$ cat config.mk
export PLATFORM = sky130hd
export DESIGN_NAME = pipe_hazard_ctrl
export DESIGN_NICKNAME = d
export VERILOG_FILES = /design/src/rtl/pipe_hazard_ctrl.sv
export SDC_FILE = /design/constraint.sdc
export NUM_CORES = 1
export LEC_CHECK = 0
export CAP_MARGIN = 25
export CORE_MARGIN = 2
export CORE_UTILIZATION = 33
export CTS_CLUSTER_DIAMETER = 100
export CTS_CLUSTER_SIZE = 10
export DETAILED_ROUTE_END_ITERATION = 12
export SLEW_MARGIN = 10
export SYNTH_ARGS = -nofsm -noshare
export SYNTH_HDL_FRONTEND = slang
export SYNTH_SLANG_ARGS = --single-unit
$ cat constraint.sdc
create_clock -name clk -period 2.8 [get_ports clk]
set_input_delay 0.84 -clock clk [delete_from_list [all_inputs] [get_ports clk]]
set_output_delay 0.84 -clock clk [all_outputs]
set_load 0.01 [all_outputs]
$ cat src/rtl/pipe_hazard_ctrl.sv
// Pipeline sequencing controller: same-cycle stall/flush decisions for the 5-stage core,
// plus a small FSM covering memory wait, halt drain and the halted state.
module pipe_hazard_ctrl #(
   parameter int BITS        = 32,
   parameter int REG_WORDS   = 32,
   parameter int ADDR_LEFT   = $clog2(REG_WORDS)-1,
   parameter int MEM_TIMEOUT = 64
) (
   input  logic             clk,
   input  logic             rst_,
   input  logic [ADDR_LEFT:0] raddr1_s2,
   input  logic [ADDR_LEFT:0] raddr2_s2,
   input  logic             use_r1_s2,
   input  logic             use_r2_s2,
   input  logic             branch_taken_s2,
   input  logic             halt_s2,
   input  logic             sel_mem_s3,
   input  logic             rw_s3,
   input  logic [ADDR_LEFT:0] waddr_s3,
   input  logic             mem_req_s4,
   input  logic             mem_ready,
   input  logic             halt_s5,
   output logic             en_pc,
   output logic             en_s2,
   output logic             en_s3,
   output logic             en_s4,
   output logic             en_s5,
   output logic             flush_s2,
   output logic             flush_s3,
   output logic             flush_s5,
   output logic             halted,
   output logic             mem_err,
   output logic [BITS-1:0]  stall_cycles
);

   localparam int CW = $clog2(MEM_TIMEOUT+1);

   typedef enum logic [1:0] {RUN, MEM_WAIT, DRAIN, HALTED} state_t;

   state_t          state, state_nxt;
   logic            ret_drain;
   logic [CW-1:0]   wait_cnt;
   logic            lu, ms, timeout, drain_mode;

   assign ms = mem_req_s4 & ~mem_ready;
   assign lu = sel_mem_s3 & rw_s3 & (waddr_s3 != '0) &
               ((use_r1_s2 & (raddr1_s2 == waddr_s3)) | (use_r2_s2 & (raddr2_s2 == waddr_s3)));
   assign timeout = (state == MEM_WAIT) & ms & (wait_cnt == CW'(MEM_TIMEOUT-1));
   // The release cycle of a wait that interrupted a drain must keep inserting bubbles.
   assign drain_mode = (state == DRAIN) | ((state == MEM_WAIT) & ret_drain);
   assign halted = (state == HALTED);

   always_ff @(posedge clk or negedge rst_) begin
      if (!rst_) state <= RUN;
      else       state <= state_nxt;
   end

   always_comb begin
      state_nxt = state;
      case (state)
         RUN: begin
            if (ms)                  state_nxt = MEM_WAIT;
            else if (halt_s5)        state_nxt = HALTED;
            else if (halt_s2 & ~lu)  state_nxt = DRAIN;
         end
         MEM_WAIT: begin
            if (timeout)             state_nxt = HALTED;
            else if (!ms) begin
               if (halt_s5)                            state_nxt = HALTED;
               else if (ret_drain | (halt_s2 & ~lu))   state_nxt = DRAIN;
               else                                    state_nxt = RUN;
            end
         end
         DRAIN: begin
            if (ms)                  state_nxt = MEM_WAIT;
            else if (halt_s5)        state_nxt = HALTED;
         end
         default:                    state_nxt = HALTED;
      endcase
   end

   always_comb begin
      en_pc    = 1'b1;
      en_s2    = 1'b1;
      en_s3    = 1'b1;
      en_s4    = 1'b1;
      en_s5    = 1'b1;
      flush_s2 = 1'b0;
      flush_s3 = 1'b0;
      flush_s5 = 1'b0;
      if (!rst_ || state == HALTED) begin
         {en_pc, en_s2, en_s3, en_s4, en_s5} = '0;
      end else if (ms) begin
         {en_pc, en_s2, en_s3, en_s4} = '0;
         flush_s5 = 1'b1;
      end else begin
         if (drain_mode) begin
            en_pc    = 1'b0;
            flush_s2 = 1'b1;
         end
         // A load-use stall holds IF/ID, so any branch squash waits for the re-evaluation.
         if (lu) begin
            en_pc    = 1'b0;
            en_s2    = 1'b0;
            flush_s2 = 1'b0;
            flush_s3 = 1'b1;
         end else if (branch_taken_s2) begin
            flush_s2 = 1'b1;
         end
      end
   end

   always_ff @(posedge clk or negedge rst_) begin
      if (!rst_) begin
         ret_drain    <= 1'b0;
         wait_cnt     <= '0;
         mem_err      <= 1'b0;
         stall_cycles <= '0;
      end else begin
         if (state != MEM_WAIT) ret_drain <= (state == DRAIN);
         wait_cnt <= (state == MEM_WAIT) ? wait_cnt + CW'(1) : '0;
         if (timeout) mem_err <= 1'b1;
         if ((ms | lu) && state != HALTED && stall_cycles != '1)
            stall_cycles <= stall_cycles + BITS'(1);
      end
   end

endmodule

Word-level counts from Yosys, hierarchy flattened

Index checks and enable logic that the tools add are counted.

Bits in registers: 43
Input port bits: 26
Output and inout port bits: 42

$add $sub $neg: 2
Eq/ne operators: 12
Multiplexer cells: 31
Bitwise logic cells: 16
Reductions and logical operators: 7

Operator list:

| kind                  | count |
|---|---|
| $add 32x1->32 const B | 1 |
| $ne 32x32->1 const B  | 1 |
| $mux 1                | 20 |
| $mux 2                | 9 |
| $and 1x1->1           | 10 |
| $eq 5x5->1            | 2 |
| $add 7x1->7 const B   | 1 |
| $eq 7x6->1 const B    | 1 |
| $mux 7                | 1 |
| $ne 3x3->1 const B    | 2 |
| $pmux 2 s3            | 1 |
| $reduce_bool 5->1     | 1 |
| $eq 2x2->1 const B    | 2 |
| $ne 4x4->1 const B    | 1 |
| $or 1x1->1            | 4 |
| $reduce_and 3->1      | 1 |
| $eq 2x1->1 const B    | 1 |
| $logic_and 1x1->1     | 2 |
| $logic_not 2->1       | 1 |
| $ne 2x1->1 const B    | 1 |
| $ne 2x2->1 const B    | 1 |
| $not 1->1             | 2 |
| $logic_not 1->1       | 1 |
| $logic_or 1x1->1      | 1 |

Longest topological paths before layout

Gate-level depths: netlist of run 1.

Depth in word-level cells: 12
Depth in mapped cells: 8
Gate-level depth less buffers: 7

Worst setup path after synthesis of run 1

No wires, ideal clock.

Path kind: input to output
Start point: in waddr_s3[0]
End point: out en_pc
Arrival: 1.887 ns
Path slack: 0.073 ns
Stages: 5
Path through: or3_1 o311a_1 nand2_1 nand2_1 nor2_1

Word-level cells in the longest chain between the ends: 7

RTL lines:

| item            | line | text |
|---|---|---|
| from (decl)     | 19   | `input logic [ADDR_LEFT:0] waddr_s3,` |
| $eq 5x5->1      | 47   | `((use_r1_s2 & (raddr1_s2 == waddr_s3)) \| (use_r2_s2 & (raddr2_s2 == waddr_s3)));` |
| $and 1x1->1     | 47   |  |
| $or 1x1->1      | 47   |  |
| $and 1x1->1 (*) | 46   | `assign lu = sel_mem_s3 & rw_s3 & (waddr_s3 != '0) &` |
| $mux 1 (*)      | 102  | `if (lu) begin` |
| $mux 1 (*)      | 93   | `end else if (ms) begin` |
| $mux 1 (*)      | 91   | `if (!rst_ \|\| state == HALTED) begin` |
| to (decl)       | 23   | `output logic en_pc,` |

Every way passes the cells marked *; elsewhere a longest branch is shown, timed or not.

Final worst setup path of run 1

Start point: in waddr_s3[1]
End point: out en_pc

The elaborated chain is that of the path after synthesis.

==> flow_metrics.env, run 1 <==
export IMPL_status="finished, violations left"
export IMPL_violations="setup timing"
export IMPL_rsz0062_at_grt="yes"
export IMPL_dieHeight_um=87.53
export IMPL_post_place_ws_ns=-0.8939
export IMPL_grt_pass1_wl_um=9632
export IMPL_antenna_found_initial=0
export IMPL_wl_per_cell_um=13.67
export IMPL_cp_arrival_ns=2.01
export IMPL_timing_final_ws_setup_ns=-0.05494
export IMPL_finalHoldViolCount=0
export IMPL_hold_end="wait_cnt[0]"
export IMPL_drv_slew=0
export IMPL_ys_flop_type="dfrtp_1"
export IMPL_die_w_um=87.53
export IMPL_reg2reg_depth=7
export IMPL_min_from="wait_cnt[0]"
export IMPL_grt_max_degree=44
export IMPL_critPathKind="input port to output port"
export IMPL_synthArstFlopShare=1.000
export IMPL_drt_iter0_drc=67
export IMPL_yosys_warnings=0
export IMPL_antenna_left=0
export IMPL_ys_types=39
export IMPL_p_leak_nw=1.662
export IMPL_final_nets=364
export IMPL_area_growth_pct=51.30
export IMPL_io_buffers=67
export IMPL_path_clk_slew_ns=0.08
export IMPL_rrSetupSlack_ns=0.52
export IMPL_cts_buffers=5
export IMPL_clkLatencyLatePin_ns=0.29
export IMPL_reg2reg_to="stall_cycles[1]"
export IMPL_cpMostUsedCell="nand2_2"
export IMPL_ir_drop_v=0.0002106
export IMPL_crit_required_ns=1.96
export IMPL_vias_per_cell=4.873
export IMPL_period_minus_slack_ns=2.855
export IMPL_cpPeakStageDelay_ns=0.37
export IMPL_fin_skew_ns=0.007283
export IMPL_start_util=0.3407
export IMPL_totalWireLength_um=5702
export IMPL_slew_headroom=0.6389
export IMPL_synth_edf_count=0
export IMPL_final_cell_mix="dfrtp_1, clkdlybuf4s50_1, buf_4, xor2_1, nor2_1"
export IMPL_hold_depth=1
export IMPL_power_mw=1.255
export IMPL_setup_violations=4
export IMPL_synthCells=235
export IMPL_cp_start_kind="input port"
export IMPL_synth_avg_cell_area_um2=9.797
export IMPL_path_max_fanout=3
export IMPL_grt_usage=0.1584
export IMPL_num_vias=2032
export IMPL_place_congestion=0.7407
export IMPL_max_freq_mhz=350.3
export IMPL_slowest_stage="or3_4"
export IMPL_ys_seq_area_frac=0.4674
export IMPL_fillCellCount=626
export IMPL_worstSetupEndpointType="output port"
export IMPL_drive_above_1_share=0.2463
export IMPL_synth_seq_cells=43
export IMPL_first_global_vias=2094
export IMPL_p_per_area_mw_per_mm2=360.4
export IMPL_core_area_mm2=0.006756
export IMPL_hp_class="flop to flop"
export IMPL_tightest_slew_ns=0.5417
export IMPL_clock_sinks=43
export IMPL_dpl_hpwl_um=3961
export IMPL_num_rows=30
export IMPL_mostFrequentLayoutCell="dfrtp_1"
export IMPL_cts_tree="built"
export IMPL_grt_overflow=0
export IMPL_r2r_start="stall_cycles[0]"
export IMPL_firstDrtPassIters=4
export IMPL_diodes=0
export IMPL_syn_num_nets=263
export IMPL_fin_crit_sh=1.020
export IMPL_dieArea_mm2=0.007661
export IMPL_clock_path_buffers=2
export IMPL_crit_chain="buf_6 -> or3_4 -> o311a_1 -> nand2_2 -> nand2_2 -> nor2_1 -> buf_2"
export IMPL_ctsHtreeMaxLevel=2
export IMPL_num_io_pins=68
export IMPL_clock_tree_root_cell="clkbuf_8"
export IMPL_drc=0
export IMPL_drv_cap=0
export IMPL_synth_area_mm2=0.002302
==> area by class of cell <==
cell class,instances,area (um2),share of cell area
multi-input combinational,178,1254,0.3599
clock buffer,6,82.58,0.02371
inverter,8,30.03,0.008621
clock inverter,2,35.03,0.01006
tap,80,100.1,0.02874
timing repair buffer,100,905.9,0.2601
sequential,43,1076,0.3089
==> synth_stat cells, drive strengths merged, types with 2 or more instances <==
cell type / n / area share
nand4: 10 / 0.027
nor2b: 2 / 0.0054
o21ai: 4 / 0.0087
nand3: 16 / 0.037
nor4: 5 / 0.024
or3: 5 / 0.014
nor2: 29 / 0.047
dfrtp: 43 / 0.47
nor3: 11 / 0.026
and4: 4 / 0.016
inv: 8 / 0.013
buf: 6 / 0.022
ha: 2 / 0.011
o22ai: 2 / 0.0054
xor2: 28 / 0.11
and3: 2 / 0.0054
or4: 2 / 0.0082
xnor2: 16 / 0.061
a21oi: 4 / 0.0087
and2: 3 / 0.0092
nand2: 25 / 0.044
==> logic make-up (layout without fill, tap and decap cells) <==
kind of cell,after synthesis,in the layout,synth area share
muxes,1,1,0.006520
adders and majority gates,2,2,0.01087
xor gates and xnor gates,44,44,0.1674
AOI/OAI and AO/OA,15,15,0.04348
DFF,43,43,0.4674
buffers and inverters,14,116,0.03478
and+or+nand+nor,116,116,0.2696
==> power by group <==
group | leakage, nW | internal (mW) | switching, mW | total [mW]
combinational | 1.02 | 0.0734 | 0.0517 | 0.125
sequential | 0.577 | 0.624 | 0.00620 | 0.631
clock | 0.0612 | 0.289 | 0.211 | 0.500
total | 1.66 | 0.987 | 0.269 | 1.26
==> critical path: cells and delay by family <==
kind                   cells  cell delay [ns]
AND/OR/NAND/NOR            4             0.62
AO/OA/AOI/OAI              1             0.32
buffers and inverters      2             0.23
==> worst max path at each step <==
stage / startpoint / to / slack (ns) / cells after the start
after floorplan: waddr_s3[0] / en_pc / 0.07 / 5
after global placement: waddr_s3[0] / en_pc / -0.87 / 7
after detailed placement: waddr_s3[0] / en_pc / -0.89 / 7
after CTS: waddr_s3[1] / en_pc / -0.09 / 7
after global routing: raddr2_s2[4] / flush_s3 / -0.11 / 8
final: waddr_s3[1] / en_pc / -0.05 / 7
==> metrics by stage <==
stage | std cells | utilization | instance area [um2] | TNS, ns | hold slack, ns
after floorplan | 235 | - | 2302 | 0 | 0.4331
after global placement | 392 | 0.4681 | 3163 | -9.137 | 0.4511
after detailed placement | 392 | 0.4681 | 3163 | -9.866 | 0.4516
after CTS | 413 | 0.5039 | 3405 | -0.2730 | 0.4636
after global routing | 417 | 0.5156 | 3483 | -0.3726 | 0.4881
final | 417 | 0.5156 | 3483 | -0.1322 | 0.4584
==> state kept, by name, indices dropped and copies added, names as in the netlist <==
signal / cells
ret_drain: 1
state: 2
mem_err: 1
wait_cnt: 7
stall_cycles: 32
==> layer usage <==
metal	track usage	wire, um	up-vias
met1	0.2047	2567	963
met3	0.03981	317	8
met5	0	0	-
met2	0.2624	2752	53
met4	0.04755	65	0
li1	-	-	1008
==> what timing repair did <==
item                       4_1_cts  5_1_grt
gates cloned                     0        1
resized for setup               75       14
setup buffers                   13        3
setup endpoints to repair        7       19
hold buffers                     0        0
pin swaps                       23       21
hold endpoints to repair         0        0
No activity file was read; power rests on OpenSTA's default activity.
==> run 2, diff against run 1 <==
GPL_ROUTABILITY_DRIVEN = 0   (was unset)
==> results of run 2 <==
The final DEF is identical to that of run 1; final timing and power are the same.
==> run 3, diff against run 2 <==
ABC_CLOCK_PERIOD_IN_PS = 2800   (was unset)
CELL_PAD_IN_SITES_DETAIL_PLACEMENT = 1   (was unset)
CELL_PAD_IN_SITES_GLOBAL_PLACEMENT = 2   (was unset)
CORE_UTILIZATION = 28   (was 33)
PLACE_DENSITY_LB_ADDON = 0.1   (was unset)
==> run 3 against run 2 <==
Against the previous run:
- the run still ends with setup timing left
- non-clock buffer count up 1
- via count is 1.3% higher
- clock skew increased by 0.0020 ns
==> flow_metrics.env, run 3 (synthesis gave the netlist of run 1 again) <==
export IMPL_path_max_fanout=3
export IMPL_area_growth_pct=52.12
export IMPL_top_register="stall_cycles"
export IMPL_ir_drop_v=0.0002521
export IMPL_dieHeight_um=94.68
export IMPL_vias_per_cell=4.648
export IMPL_drive_above_1_share=0.2160
export IMPL_final_nets=365
export IMPL_first_global_vias=2100
export IMPL_seqPwrFrac=0.469
export IMPL_clock_tree_root_cell="clkbuf_8"
export IMPL_drv_cap=0
export IMPL_firstDrtPassIters=4
export IMPL_clkLatencyLatePin_ns=0.31
export IMPL_violations="setup timing"
export IMPL_fin_skew_ns=0.009244
export IMPL_wl_per_cell_um=14.23
export IMPL_cts_tree="built"
export IMPL_utilization=0.4327
export IMPL_drv_slew=0
export IMPL_dieArea_mm2=0.008963
export IMPL_rsz0062_at_grt="yes"
export IMPL_dpl_hpwl_um=4618
export IMPL_power_mw=1.343
export IMPL_hp_class="flop to flop"
export IMPL_switching_power_mw=0.2935
export IMPL_tightest_slew_ns=0.5796
export IMPL_grt_usage=0.1485
export IMPL_num_io_pins=68
export IMPL_finalHoldViolCount=0
export IMPL_max_freq_mhz=340.1
export IMPL_period_minus_slack_ns=2.941
export IMPL_p_sw_frac=0.2185
export IMPL_grt_overflow=0
export IMPL_slew_headroom=0.6136
export IMPL_fin_crit_sh=1.050
export IMPL_io_buffers=67
export IMPL_p_per_area_mw_per_mm2=383.5
export IMPL_setup_violations=4
export IMPL_pwr_share_comb=0.087
export IMPL_core_area_mm2=0.008093
export IMPL_num_rows=33
export IMPL_mostFrequentLayoutCell="dfrtp_1"
export IMPL_crit_required_ns=1.96
export IMPL_diodes=0
export IMPL_cp_arrival_ns=2.10
export IMPL_place_area_mm2=0.003274
export IMPL_largest_register_ffs=32
export IMPL_die_w_um=94.68
export IMPL_timing_final_ws_setup_ns=-0.1406
export IMPL_antenna_left=0
export IMPL_clock_path_buffers=2
export IMPL_cp_start_kind="input port"
export IMPL_critPathKind="input port to output port"
export IMPL_ctsHtreeMaxLevel=2
export IMPL_grt_pass1_wl_um=10470
export IMPL_cts_buffers=5
export IMPL_num_vias=2059
export IMPL_stdcell_area_mm2=0.003502
export IMPL_worstSetupEndpointType="output port"
export IMPL_path_clk_slew_ns=0.10
export IMPL_totalWireLength_um=6306
export IMPL_ctsHoldBuffers=0
export IMPL_clock_power_share=0.444
export IMPL_p_int_mw=1.050
export IMPL_status="finished, violations left"
export IMPL_start_util=0.2845
export IMPL_drt_iter0_drc=29
export IMPL_drc=0
export IMPL_clock_sinks=43
export IMPL_grt_max_degree=44
export IMPL_antenna_found_initial=0
export IMPL_finalSetupTns_ns=-0.4872
export IMPL_final_cell_mix="dfrtp_1, clkdlybuf4s50_1, buf_4, xor2_1, nor2_1"
export IMPL_p_leak_nw=1.667
export IMPL_largestRegisters="stall_cycles (32), wait_cnt (7), state (2)"
run 3: cell types whose count changed in the layout (fill, tap and decap cells not counted), sizes merged, moves of 2 or more:
cell	delta
dlymetal6s2s	+3
dlygate4sd2	+4
clkbuf	-3
clkdlybuf4s15	-2
run 3: path summary, 6_finish.rpt:
check | to | cells after the start | from | slack [ns]
setup / recovery | en_pc | 8 | waddr_s3[1] | -0.14
hold / removal | mem_err | 1 | mem_err | 0.47
setup reg to reg | stall_cycles[27] | 9 | stall_cycles[1] | 0.64
hold reg to reg | mem_err | 1 | mem_err | 0.47
max in group asynchronous | stall_cycles[20] | 2 | rst_ | 1.78
min in group asynchronous | state[0] | 2 | rst_ | 0.63
run 3: per-stage QoR:
| stage | setup WS, ns | cells | hold slack, ns |
|---|---|---|---|
| after floorplan | 0.07336 | 235 | 0.4331 |
| after global placement | -0.8960 | 426 | 0.4527 |
| after detailed placement | -0.9213 | 426 | 0.4612 |
| after CTS | -0.1556 | 440 | 0.4776 |
| after global routing | -0.2325 | 443 | 0.5016 |
| final | -0.1406 | 443 | 0.4741 |
run 3: worst max-delay path: stages:
cell     delay [ns]
buf_8          0.10
or3_1          0.36
o311a_1        0.33
nand2_2        0.11
buf_6          0.10
nand2_4        0.04
nor2_2         0.09
buf_2          0.13
run 3: power by group through the flow:
stage | clock [mW] | sequential, mW | combinational, mW
after global routing | 0.638 | 0.632 | 0.129
final | 0.596 | 0.630 | 0.117
after floorplan | 0 | 0.643 | 0.0299
after global placement | 0 | 0.643 | 0.111
after CTS | 0.612 | 0.631 | 0.117
after detailed placement | 0 | 0.643 | 0.112
run 3: final cells by class:
| cell class | instances | area (um2) |
|---|---|---|
| clock inverters | 3 | 67.56 |
| repair buffers | 101 | 940.9 |
| multi-input cells | 178 | 1187 |
| flip-flops and latches | 43 | 1076 |
| well taps | 105 | 131.4 |
| clock buffers | 5 | 68.82 |
| fillers | 935 | 4591 |
| inverters | 8 | 30.03 |
run 3: metal layers:
metal,vias up,GRT usage,part of all wire
met3,7,0.03352,0.051
li1,1007,-,-
met4,0,0.03986,0.012
met2,47,0.2388,0.47
met5,-,0,0
met1,998,0.2016,0.47
run 3: what timing repair did:
| item | in CTS | in global routing |
|---|---|---|
| setup endpoints to repair | 7 | 6 |
| pin swaps | 17 | 15 |
| resized for setup | 55 | 18 |
| hold endpoints to repair | 0 | 0 |
| setup buffers | 6 | 3 |
